--- src/rtl/cpu_types_pkg.sv ---
// Shared CPU types: machine word, branch-resolve FSM states,
// and the sequential PC increment.
package cpu_types_pkg;

  typedef logic [31:0] word_t;

  typedef enum logic [1:0] {
    IDLE,
    REDIRECT,
    SHADOW
  } bru_state_t;

  localparam word_t PC_INCR = 32'd4;

endpackage

--- src/rtl/branch_resolve_if.sv ---
// Predictor update bundle between branch resolve and the
// branch predictor / BTB.
interface branch_resolve_if;
  import cpu_types_pkg::*;

  word_t update_pc;
  word_t branch_target;
  logic  branch_flush;

  modport bru (
    output update_pc,
    output branch_target,
    output branch_flush
  );

  modport bp (
    input update_pc,
    input branch_target,
    input branch_flush
  );

endinterface

--- src/rtl/sat_counter.sv ---
// Saturating up-counter: sticks at all-ones, never wraps.
module sat_counter #(
  parameter int W = 32
) (
  input  logic         CLK,
  input  logic         nRST,
  input  logic         inc,
  output logic [W-1:0] cnt
);

  localparam logic [W-1:0] ONE = {{(W-1){1'b0}}, 1'b1};

  always_ff @(posedge CLK or negedge nRST) begin
    if (!nRST) begin
      cnt <= '0;
    end else if (inc && (cnt != '1)) begin
      cnt <= cnt + ONE;
    end
  end

endmodule

--- src/rtl/branch_resolve_unit.sv ---
// EX-stage branch resolution: detects mispredicts, redirects
// fetch, squashes wrong-path work and updates the predictor.
module branch_resolve_unit
  import cpu_types_pkg::*;
#(
  parameter int SHADOW_CYCLES = 2,
  parameter int CNT_W         = 32
) (
  input  logic             CLK,
  input  logic             nRST,
  input  logic             ex_en,
  input  logic             ex_valid,
  input  logic             ex_branch,
  input  logic             ex_taken,
  input  word_t            ex_pc,
  input  word_t            ex_target,
  input  logic             ex_pred_hit,
  input  word_t            ex_pred_pc,
  output logic             redirect,
  output word_t            redirect_pc,
  output logic             squash,
  output word_t            update_pc,
  output word_t            branch_target,
  output logic             branch_flush,
  output logic [CNT_W-1:0] branch_cnt,
  output logic [CNT_W-1:0] mispred_cnt
);

  localparam logic [3:0] SHADOW_INIT =
    4'(SHADOW_CYCLES - 1);

  bru_state_t state_q;
  bru_state_t state_d;
  logic [3:0] shadow_q;
  logic [3:0] shadow_d;

  logic  redirect_q;
  logic  squash_q;
  logic  flush_q;
  word_t redirect_pc_q;
  word_t update_pc_q;
  word_t target_q;

  word_t pc_next;
  word_t actual;
  word_t predicted;
  logic  resolve;
  logic  mispred;

  branch_resolve_if bp_bus ();

  assign pc_next   = ex_pc + PC_INCR;
  assign actual    = ex_taken ? ex_target : pc_next;
  assign predicted = ex_pred_hit ? ex_pred_pc : pc_next;

  // Only IDLE evaluates EX; other states see wrong-path work.
  assign resolve = (state_q == IDLE) && ex_en
                && ex_valid && ex_branch;
  assign mispred = resolve && (actual != predicted);

  always_comb begin
    state_d  = state_q;
    shadow_d = shadow_q;
    unique case (1'b1)
      (state_q == IDLE): begin
        if (mispred) state_d = REDIRECT;
      end
      (state_q == REDIRECT): begin
        if (ex_en) begin
          if (SHADOW_CYCLES == 1) begin
            state_d = IDLE;
          end else begin
            state_d  = SHADOW;
            shadow_d = SHADOW_INIT;
          end
        end
      end
      (state_q == SHADOW): begin
        if (ex_en) begin
          if (shadow_q == 4'd0) state_d = IDLE;
          else shadow_d = shadow_q - 4'd1;
        end
      end
      default: state_d = IDLE;
    endcase
  end

  always_ff @(posedge CLK or negedge nRST) begin
    if (!nRST) begin
      state_q       <= IDLE;
      shadow_q      <= '0;
      redirect_q    <= 1'b0;
      squash_q      <= 1'b0;
      flush_q       <= 1'b0;
      redirect_pc_q <= '0;
      update_pc_q   <= '0;
      target_q      <= '0;
    end else begin
      state_q    <= state_d;
      shadow_q   <= shadow_d;
      redirect_q <= (state_d == REDIRECT);
      squash_q   <= (state_d == REDIRECT);
      flush_q    <= (state_d == REDIRECT)
                 && (state_q != REDIRECT);
      if (mispred) begin
        redirect_pc_q <= actual;
        update_pc_q   <= ex_pc;
        target_q      <= actual;
      end
    end
  end

  assign bp_bus.update_pc     = update_pc_q;
  assign bp_bus.branch_target = target_q;
  assign bp_bus.branch_flush  = flush_q;

  assign redirect      = redirect_q;
  assign squash        = squash_q;
  assign redirect_pc   = redirect_pc_q;
  assign update_pc     = bp_bus.update_pc;
  assign branch_target = bp_bus.branch_target;
  assign branch_flush  = bp_bus.branch_flush;

  sat_counter #(.W(CNT_W)) u_branch_cnt (
    .CLK  (CLK),
    .nRST (nRST),
    .inc  (resolve),
    .cnt  (branch_cnt)
  );

  sat_counter #(.W(CNT_W)) u_mispred_cnt (
    .CLK  (CLK),
    .nRST (nRST),
    .inc  (mispred),
    .cnt  (mispred_cnt)
  );

endmodule

--- config.mk ---
export PLATFORM = sky130hd
export DESIGN_NAME = branch_resolve_unit
export DESIGN_NICKNAME = d
export VERILOG_FILES = /design/src/rtl/cpu_types_pkg.sv /design/src/rtl/branch_resolve_if.sv /design/src/rtl/sat_counter.sv /design/src/rtl/branch_resolve_unit.sv
export SDC_FILE = /design/constraint.sdc
export NUM_CORES = 1
export LEC_CHECK = 0
export ABC_AREA = 1
export CAP_MARGIN = 20
export CELL_PAD_IN_SITES_DETAIL_PLACEMENT = 1
export CELL_PAD_IN_SITES_GLOBAL_PLACEMENT = 1
export CORE_MARGIN = 2
export CORE_UTILIZATION = 35
export CTS_BUF_LIST = sky130_fd_sc_hd__clkbuf_4
export DETAILED_ROUTE_END_ITERATION = 10
export PLACE_DENSITY = 0.82
export REMOVE_ABC_BUFFERS = 1
export SLEW_MARGIN = 40
export SYNTH_ARGS = -nofsm -noshare
export SYNTH_HDL_FRONTEND = slang
export SYNTH_SLANG_ARGS = --single-unit
--- constraint.sdc ---
create_clock -name CLK -period 3.2 [get_ports CLK]
set_input_delay 0.48 -clock CLK [delete_from_list [all_inputs] [get_ports CLK]]
set_output_delay 0.48 -clock CLK [all_outputs]
set_load 0.01 [all_outputs]
## After elaboration in Yosys (flattened, before gate mapping)

Cells that the tools add are included.

| storage, ports and cells | value |
|---|---|
| register bits | 136 |
| input port bits | 103 |
| logic and storage cells | 44 |

| operators by class | value |
|---|---|
| equality and inequality tests | 10 |
| $add $sub $neg | 4 |
| mux-type cells | 11 |
| reduce and logical (&&, ||, !) cells | 11 |

Operators by type and width:

| kind | number |
|---|---|
| $add A32 B1 Y32 const B | 2 |
| $mux W32 | 2 |
| $ne A32 B32 Y1 const B | 2 |
| $add A32 B3 Y32 const B | 1 |
| $ne A32 B32 Y1 | 1 |
| $mux W4 | 3 |
| $mux W2 | 4 |
| $pmux W4 S2 | 1 |
| $logic_and A1 B1 Y1 | 7 |
| $ne A2 B2 Y1 const B | 3 |
| $pmux W2 S3 | 1 |
| $eq A2 B1 Y1 const B | 2 |
| $logic_not A4 Y1 | 1 |
| $reduce_and A4 Y1 | 1 |
| $sub A4 B1 Y4 const B | 1 |
| $eq A2 B2 Y1 const B | 1 |
| $logic_not A2 Y1 | 1 |
| $ne A2 B1 Y1 const B | 1 |
| $reduce_bool A2 Y1 | 1 |

## Depth between registers and ports, before layout

Gate-level depths: netlist of run 1.

| depth | value |
|---|---|
| depth after elaboration | 9 |
| depth in mapped cells | 20 |
| gate-level depth less buffers | 19 |

## Cells and area by module

From an unflattened synthesis of run 1, not the netlist that was laid out.

| unflattened totals | value |
|---|---|
| cells, all modules | 1,678 |
| area, all modules | 10,407.5 um^2 |

By module, submodules not included:

| module | area each (um^2) | instances | cells each | sequential area each (um^2) |
|---|---|---|---|---|
| branch_resolve_unit | 6,025.8 | 1 | 1,012 | 1,801.7 |
| sat_counter | 2,190.9 | 2 | 333 | 800.8 |

## Worst setup path after synthesis of run 1

No wires, ideal clock.

| timing | value |
|---|---|
| kind | in2reg |
| from | in ex_pc[2] |
| to | reg update_pc_q[22], in the netlist update_pc[22] |
| setup slack | 738 ps |
| buffers on the path | 2 |
| data arrival time | 2,341 ps |
| stages on the path | 18 |
| path through | ha_1 -> nand2_1 -> nor2_4 -> nand2_4 -> nor2_4 -> nand3_1 -> nand3_1 -> nand2_1 -> nand2_1 -> nand2_1 -> nor2_1 -> nand2_1 -> nor2_1 -> nand3_2 -> nand2_2 -> buf_8 -> buf_4 -> o21ai_1 |

| on the way | value |
|---|---|
| cells in the longest elaborated chain, start to end | 4 |
| elaborated cells between the ends (all ways) | 5 |
| those cells by class | add/sub: 1; eq/ne: 1; mux: 2; reduce/logical: 1 |

Ends and longest elaborated chain:

| what | RTL line | text |
|---|---|---|
| from (decl) | branch_resolve_unit.sv:15 | `input word_t ex_pc,` |
| $add A32 B3 Y32 (*) | branch_resolve_unit.sv:52 | `assign pc_next = ex_pc + PC_INCR;` |
| $mux W32, on equally long branches | branch_resolve_unit.sv:53, branch_resolve_unit.sv:54 |  |
| $ne A32 B32 Y1 (*) | branch_resolve_unit.sv:59 | `assign mispred = resolve && (actual != predicted);` |
| $logic_and A1 B1 Y1 (*) | branch_resolve_unit.sv:59 |  |
| to (signal assigned) | branch_resolve_unit.sv:107 | `update_pc_q <= ex_pc;` |
| to (decl) | branch_resolve_unit.sv:41 | `word_t update_pc_q;` |

Mark *: on every way between the ends. The rest lies on a longest branch, timed or not.
A chain may end at the register's enable or synchronous reset.

## Worst setup path in the final report of run 1

| timing | value |
|---|---|
| from | in ex_pc[2] |
| to | reg target_q[1], in the netlist branch_target[1] |

| on the way | value |
|---|---|
| cells in the longest elaborated chain, start to end | 4 |
| elaborated cells between the ends (all ways) | 5 |
| those cells by class | add/sub: 1; eq/ne: 1; mux: 2; reduce/logical: 1 |

Ends and longest elaborated chain:

| what | RTL line | text |
|---|---|---|
| $add A32 B3 Y32 (*) | branch_resolve_unit.sv:52 |  |
| $mux W32, on equally long branches | branch_resolve_unit.sv:53, branch_resolve_unit.sv:54 |  |
| $ne A32 B32 Y1 (*) | branch_resolve_unit.sv:59 |  |
| $logic_and A1 B1 Y1 (*) | branch_resolve_unit.sv:59 |  |
| to (signal assigned) | branch_resolve_unit.sv:108 | `target_q <= actual;` |
| to (decl) | branch_resolve_unit.sv:42 | `word_t target_q;` |

Marks and branches as above.

==> flow_summary.json, run 1 <==
{
  "status": "complete, no violations",
  "multi_input_area_sq_um": 5455,
  "ant_nets": 0,
  "grt_max_degree": 65,
  "async_flop_share_pct": 100.0,
  "critical_path.max_fanout": 30,
  "worst_pin_slew_ps": 694.9,
  "cts_buffers": 17,
  "wire_per_inst_microns": 16.99,
  "cts_max_level": 4,
  "antenna_found_initial": 3,
  "relSlewSlack_pct": 53.67,
  "hpwlAfterDp_mm": 29.75,
  "die_x_microns": 170.9,
  "grtUsageTotal_pct": 25.87,
  "required_ps": 3670,
  "cts_setup_buffers": 0,
  "fillers": 3637,
  "final_hold_viol_count": 0,
  "max_freq_mhz": 336.2,
  "path_class": "primary input to register",
  "initial_core_util_pct": 35.30,
  "synth_cell_types": 34,
  "synth_top_area_share_pct": 34.90,
  "regArea_sq_um": 3403,
  "layout_setup_ws_ps": 225.4,
  "crit_slowest_cell": "clkdlybuf4s50_1",
  "ios": 266,
  "p_per_area_nw_per_um2": 489.4,
  "total_power_uw": 6726,
  "p_leak_uw": 0.006629,
  "cts.sinks": 136,
  "setup-violations-final": 0,
  "dieArea_sq_um": 29210,
  "drt_pass1_iterations": 5,
  "worst_path_most_repeated_cell": "nand2_1",
  "gp_congestion": 0.9009,
  "yosysMostFrequentCell": "nand2_1",
  "slowest_delay_ps": 490,
  "cts_tree": "done",
  "ys_warn_count": 0,
  "insertion_delay_ps": 600,
  "ys_seq_elements": 136,
  "hold_class": "primary input to register",
  "timing.final.crit_period_ps": 2975,
  "port_buffers": 265,
  "netlist_instances": 1486,
  "synthTopCellsByArea": "dfrtp_1 35%, nand2_1 24%, nand3_1 6.2%",
  "drc": 0,
  "drt_iter0_markers": 557,
  "via_per_inst": 5.046,
  "grt_pass1_wl_mm": 59.65,
  "dr_total_vias": 11127,
  "nNetsFinal": 1919,
  "place_ws_ps": -388.1,
  "syn_area_sq_um": 9752,
  "wl_mm": 37.46,
  "synthFlopType": "dfrtp_1",
  "drive_gt1_share_pct": 12.28,
  "core_sq_um": 27630,
  "critical_path_arrival_ps": 3440,
  "area_growth_pct": 40.92,
  "synth_edf_count": 0,
  "start_kind": "primary input",
  "fp-row-count": 61,
  "yosys-top-cells-count": "615 x nand2_1, 136 x dfrtp_1, 121 x nand3_1",
  "crit_chain": "clkdlybuf4s50_1 > ha_1 > nand2_1 > nor2_4 > nand2_4 > buf_4 > nor2_2 > nand3_1 > nand3_1 > nand2_1 > nand2_1 > nand2_1 > nor2_1 > nand2_1 > nor2_1 > nand3_2 > nand2_4 > buf_12 > inv_2 > nand2_1 > nand2_1",
  "syn_avg_cell_area_sq_um": 6.562,
  "post-route-period-util_pct": 92.96,
  "overflow": 0,
  "ir_worst_vdd_uv": 315.9,
  "clk_path_buf_depth": 2,
  "slew_violations": 0,
  "clkSlewWorstSetupHoldPaths_ps": 160,
  "crit_buf_inv": 4,
  "synth.largest_area_cell": "dfrtp_1",
  "rsz0062_at_grt": "false",
  "fp.dieH_microns": 170.9,
  "maxCapViolCount": 0,
  "cts-root-buf": "clkbuf_4",
  "end_kind": "register",
  "ys_seq_area_share_pct": 34.90,
  "grt_pass1_vias": 11671,
  "cp_top_family": "simple AND/OR/NAND/NOR gates",
  "finalClockSkew_ps": 37.92
}
==> worst register-to-register path: cells and delay by family (launching register included) <==
kind	cells	cell delay (ps)
simple gates	7	1090
buf+inv	5	720
flops	1	430
fa+ha+maj	1	230
==> registers in the layout, indices dropped and copies added, names as in the netlist <==
register and count:
branch_target 32, branch_flush 1, u_branch_cnt.cnt 32, squash 1, shadow_q 4, update_pc 32
state_q 2, u_mispred_cnt.cnt 32
==> cell usage in the layout (no fill, tap or decap), types with 29 or more instances in the layout <==
cell,instances
nand3_1,121
o21ai_1,29
o21ai_0,46
clkdlybuf4s50_1,263
nand2_1,615
inv_1,99
nor3_1,32
nor2_1,111
or2_2,39
nand4_1,54
buf_4,109
xor2_1,49
dfrtp_1,136
==> path summary, 6_finish.rpt <==
kind	start	endpoint	cells past startpoint	slack [ps]
worst max register to register	u_mispred_cnt.cnt[1]	u_mispred_cnt.cnt[8]	13	600
worst min register to register	update_pc[3]	update_pc[3]	2	500
worst max-delay path	ex_pc[2]	branch_target[1]	21	230
min in group asynchronous	nRST	u_branch_cnt.cnt[17]	2	470
worst min-delay path	ex_pc[11]	update_pc[11]	3	290
max in group asynchronous	nRST	update_pc[4]	3	1950
==> metrics by stage <==
| step | std cells | hold WS, ps | util (%) | area, sq um | setup TNS [ps] |
|---|---|---|---|---|---|
| final | 2205 | 291.2 | 49.74 | 13740 | 0 |
| after global routing | 2205 | 320.0 | 49.74 | 13740 | 0 |
| after CTS | 2202 | 439.2 | 49.68 | 13730 | 0 |
| after detailed placement | 2169 | 468.8 | 48.58 | 13420 | -31150 |
| after global placement | 2169 | 463.6 | 48.58 | 13420 | -20860 |
| after floorplan | 1405 | 184.4 | - | 9245 | -72280 |
==> per-layer routing <==
metal / GRT usage, % / up-vias / share of wire, %
met4: 8.917 / 0 / 2.4
met2: 46.68 / 289 / 51
met1: 31.46 / 5421 / 43
met5: 0 / - / 0
met3: 3.632 / 55 / 4.2
li1: - / 5362 / -
==> report_power, final <==
group,internal (uW),switching (uW)
clock network,483,801
logic,1570,1300
registers,2160,408
total,4210,2510
==> area by class of cell <==
| cell class | count | share of cell area [%] |
|---|---|---|
| multi-input combinational | 1164 | 39.70 |
| timing repair buffer | 387 | 27.04 |
| sequential | 136 | 24.77 |
| tap | 378 | 3.442 |
| inverter | 105 | 2.868 |
| clock inverter | 15 | 1.202 |
| clock buffer | 17 | 0.9287 |
| antenna | 3 | 0.05463 |
==> logic make-up after synthesis <==
logic type / after synthesis / synth area share [%]
fa+ha+maj: 5 / 0.6415
compound gates: 85 / 4.657
flops: 136 / 34.90
xor+xnor: 70 / 6.287
simple gates: 1004 / 44.28
buf+inv: 186 / 9.238
==> what timing repair did <==
action | CTS | global route
hold buffers | 1 | 0
setup endpoints to repair | 0 | 2
resized for setup | 0 | 3
endpoints found under the hold margin | 62 | 0
(Power assumes the default switching activity.)
==> run 2, diff against run 1 <==
- REMOVE_ABC_BUFFERS: 1 -> unset
==> flow_summary.json, run 2 (same netlist as run 1, synthesis figures left out) <==
{
  "setup-violations-final": 0,
  "finalClockSkew_ps": 25.40,
  "drive_gt1_share_pct": 12.13,
  "wl_mm": 37.33,
  "end_kind": "register",
  "overflow": 0,
  "p_leak_uw": 0.006630,
  "relSlewSlack_pct": 55.06,
  "fin_cells": 2203,
  "critical_path_arrival_ps": 3490,
  "initial_core_util_pct": 35.30,
  "core_sq_um": 27630,
  "start_kind": "primary input",
  "grt_max_degree": 70,
  "gp_congestion": 0.8921,
  "maxCapViolCount": 0,
  "antenna_found_initial": 2,
  "required_ps": 3710,
  "cts.sinks": 136,
  "fp.dieH_microns": 170.9,
  "port_buffers": 265,
  "grt_pass1_wl_mm": 58.69,
  "area_growth_pct": 40.80,
  "setup_tns_ps": 0,
  "ir_worst_vdd_uv": 291.9,
  "clk_path_buf_depth": 2,
  "startpoint": "ex_pc[3]",
  "insertion_delay_ps": 620,
  "fin_util_pct": 49.70,
  "rsz0062_at_grt": "false",
  "die_x_microns": 170.9,
  "drt_iter0_markers": 507,
  "ios": 266,
  "wire_per_inst_microns": 16.94,
  "max_freq_mhz": 336.5,
  "synth_fp_nets": 1594,
  "hpwlAfterDp_mm": 29.28,
  "dieArea_sq_um": 29210,
  "cts_tree": "done",
  "clkSlewWorstSetupHoldPaths_ps": 140,
  "drt_pass1_iterations": 4,
  "via_per_inst": 4.994,
  "dr_total_vias": 11001,
  "worst_pin_slew_ps": 674.1,
  "path_class": "primary input to register",
  "critical_path.max_fanout": 18,
  "cts-root-buf": "clkbuf_4",
  "cts_max_level": 4,
  "fp-row-count": 61,
  "final_hold_viol_count": 0,
  "r2r_start": "u_mispred_cnt.cnt[0]",
  "hold_class": "primary input to asynchronous set/reset pin",
  "slew_violations": 0,
  "grtUsageTotal_pct": 25.71,
  "cts_buffers": 17,
  "post-route-period-util_pct": 92.87,
  "drc": 0,
  "place_inst": 2166,
  "ant_nets": 0,
  "nNetsFinal": 1917,
  "status": "complete, no violations",
  "timing.final.crit_period_ps": 2972,
  "p_per_area_nw_per_um2": 495.6,
  "final_cell_mix": "615 x nand2_1, 263 x clkdlybuf4s50_1, 136 x dfrtp_1",
  "final_common_cell": "nand2_1",
  "grt_pass1_vias": 11447
}
-- run 2: cell count changes in the layout (fill, tap and decap cells not counted) --
cell / change
buf_12: -2
bufinv_16: +2
clkinv_4: -2
inv_8: -2
buf_4: +1
buf_6: -1
clkbuf_4: +1
clkinvlp_4: +1
nor2_1: +1
nor2_2: -1
-- run 2: what timing repair did --
| action | 4_1_cts | 5_1_grt |
|---|---|---|
| hold buffers | 1 | 0 |
| resized for setup | 0 | 1 |
| endpoints found under the hold margin | 67 | 0 |
| endpoints found under the setup margin | 0 | 19 |
| buffers inserted | 0 | 1 |
-- run 2: routing by layer --
| layer | track usage (%) | part of all wire (%) |
|---|---|---|
| met1 | 31.36 | 44 |
| met4 | 8.806 | 2.7 |
| met2 | 45.93 | 50 |
| met3 | 4.118 | 4.0 |
| met5 | 0 | 0 |
-- run 2: layout make-up --
class | instances | area (sq um)
Clock buffer | 18 | 135.1
Inverter | 105 | 394.1
Clock inverter | 14 | 192.7
Fill cell | 3624 | 13900
Antenna cell | 3 | 7.507
Sequential cell | 136 | 3403
Multi-Input combinational cell | 1164 | 5453
Timing Repair Buffer | 385 | 3672
Tap cell | 378 | 473.0
-- run 2: final timing paths --
path | endpoint | slack (ps) | cells past startpoint
min in group CLK | branch_target[2] | 440 | 4
worst min register to register | update_pc[7] | 490 | 2
worst max-delay path | branch_target[29] | 230 | 14
max in group asynchronous | branch_target[29] | 1940 | 3
worst max register to register | u_mispred_cnt.cnt[26] | 420 | 13
worst min-delay path | u_branch_cnt.cnt[11] | 430 | 2
-- run 2: critical path: stages --
cell and delay, ps:
clkdlybuf4s50_1 490, ha_1 330, inv_1 60, o21ai_0 280, xnor2_1 120, nor3_1 480, buf_4 200, nand4_1 110
nor2_1 200, nand3_2 150, nand2_4 140, buf_4 250, nand2_1 90, o21ai_1 90
-- run 2: per-stage QoR --
stage | total power (uW) | hold slack, ps | setup slack [ps] | instance area [sq um]
2_1_floorplan | 3854 | 184.4 | 737.7 | 9752
3_3_place_gp | 5346 | 464.8 | -310.7 | 13380
3_5_place_dp | 5446 | 473.4 | -485.3 | 13380
4_1_cts | 6878 | 430.3 | 167.4 | 13710
5_1_grt | 7235 | 443.8 | 49.24 | 13730
6_report | 6805 | 431.1 | 228.1 | 13730
-- run 2: report_power, final --
part / switching [uW] / total (uW) / internal, uW
Combinational: 1300 / 2860 / 1560
Sequential: 386 / 2540 / 2160
Clock: 766 / 1400 / 635
Total: 2450 / 6800 / 4360
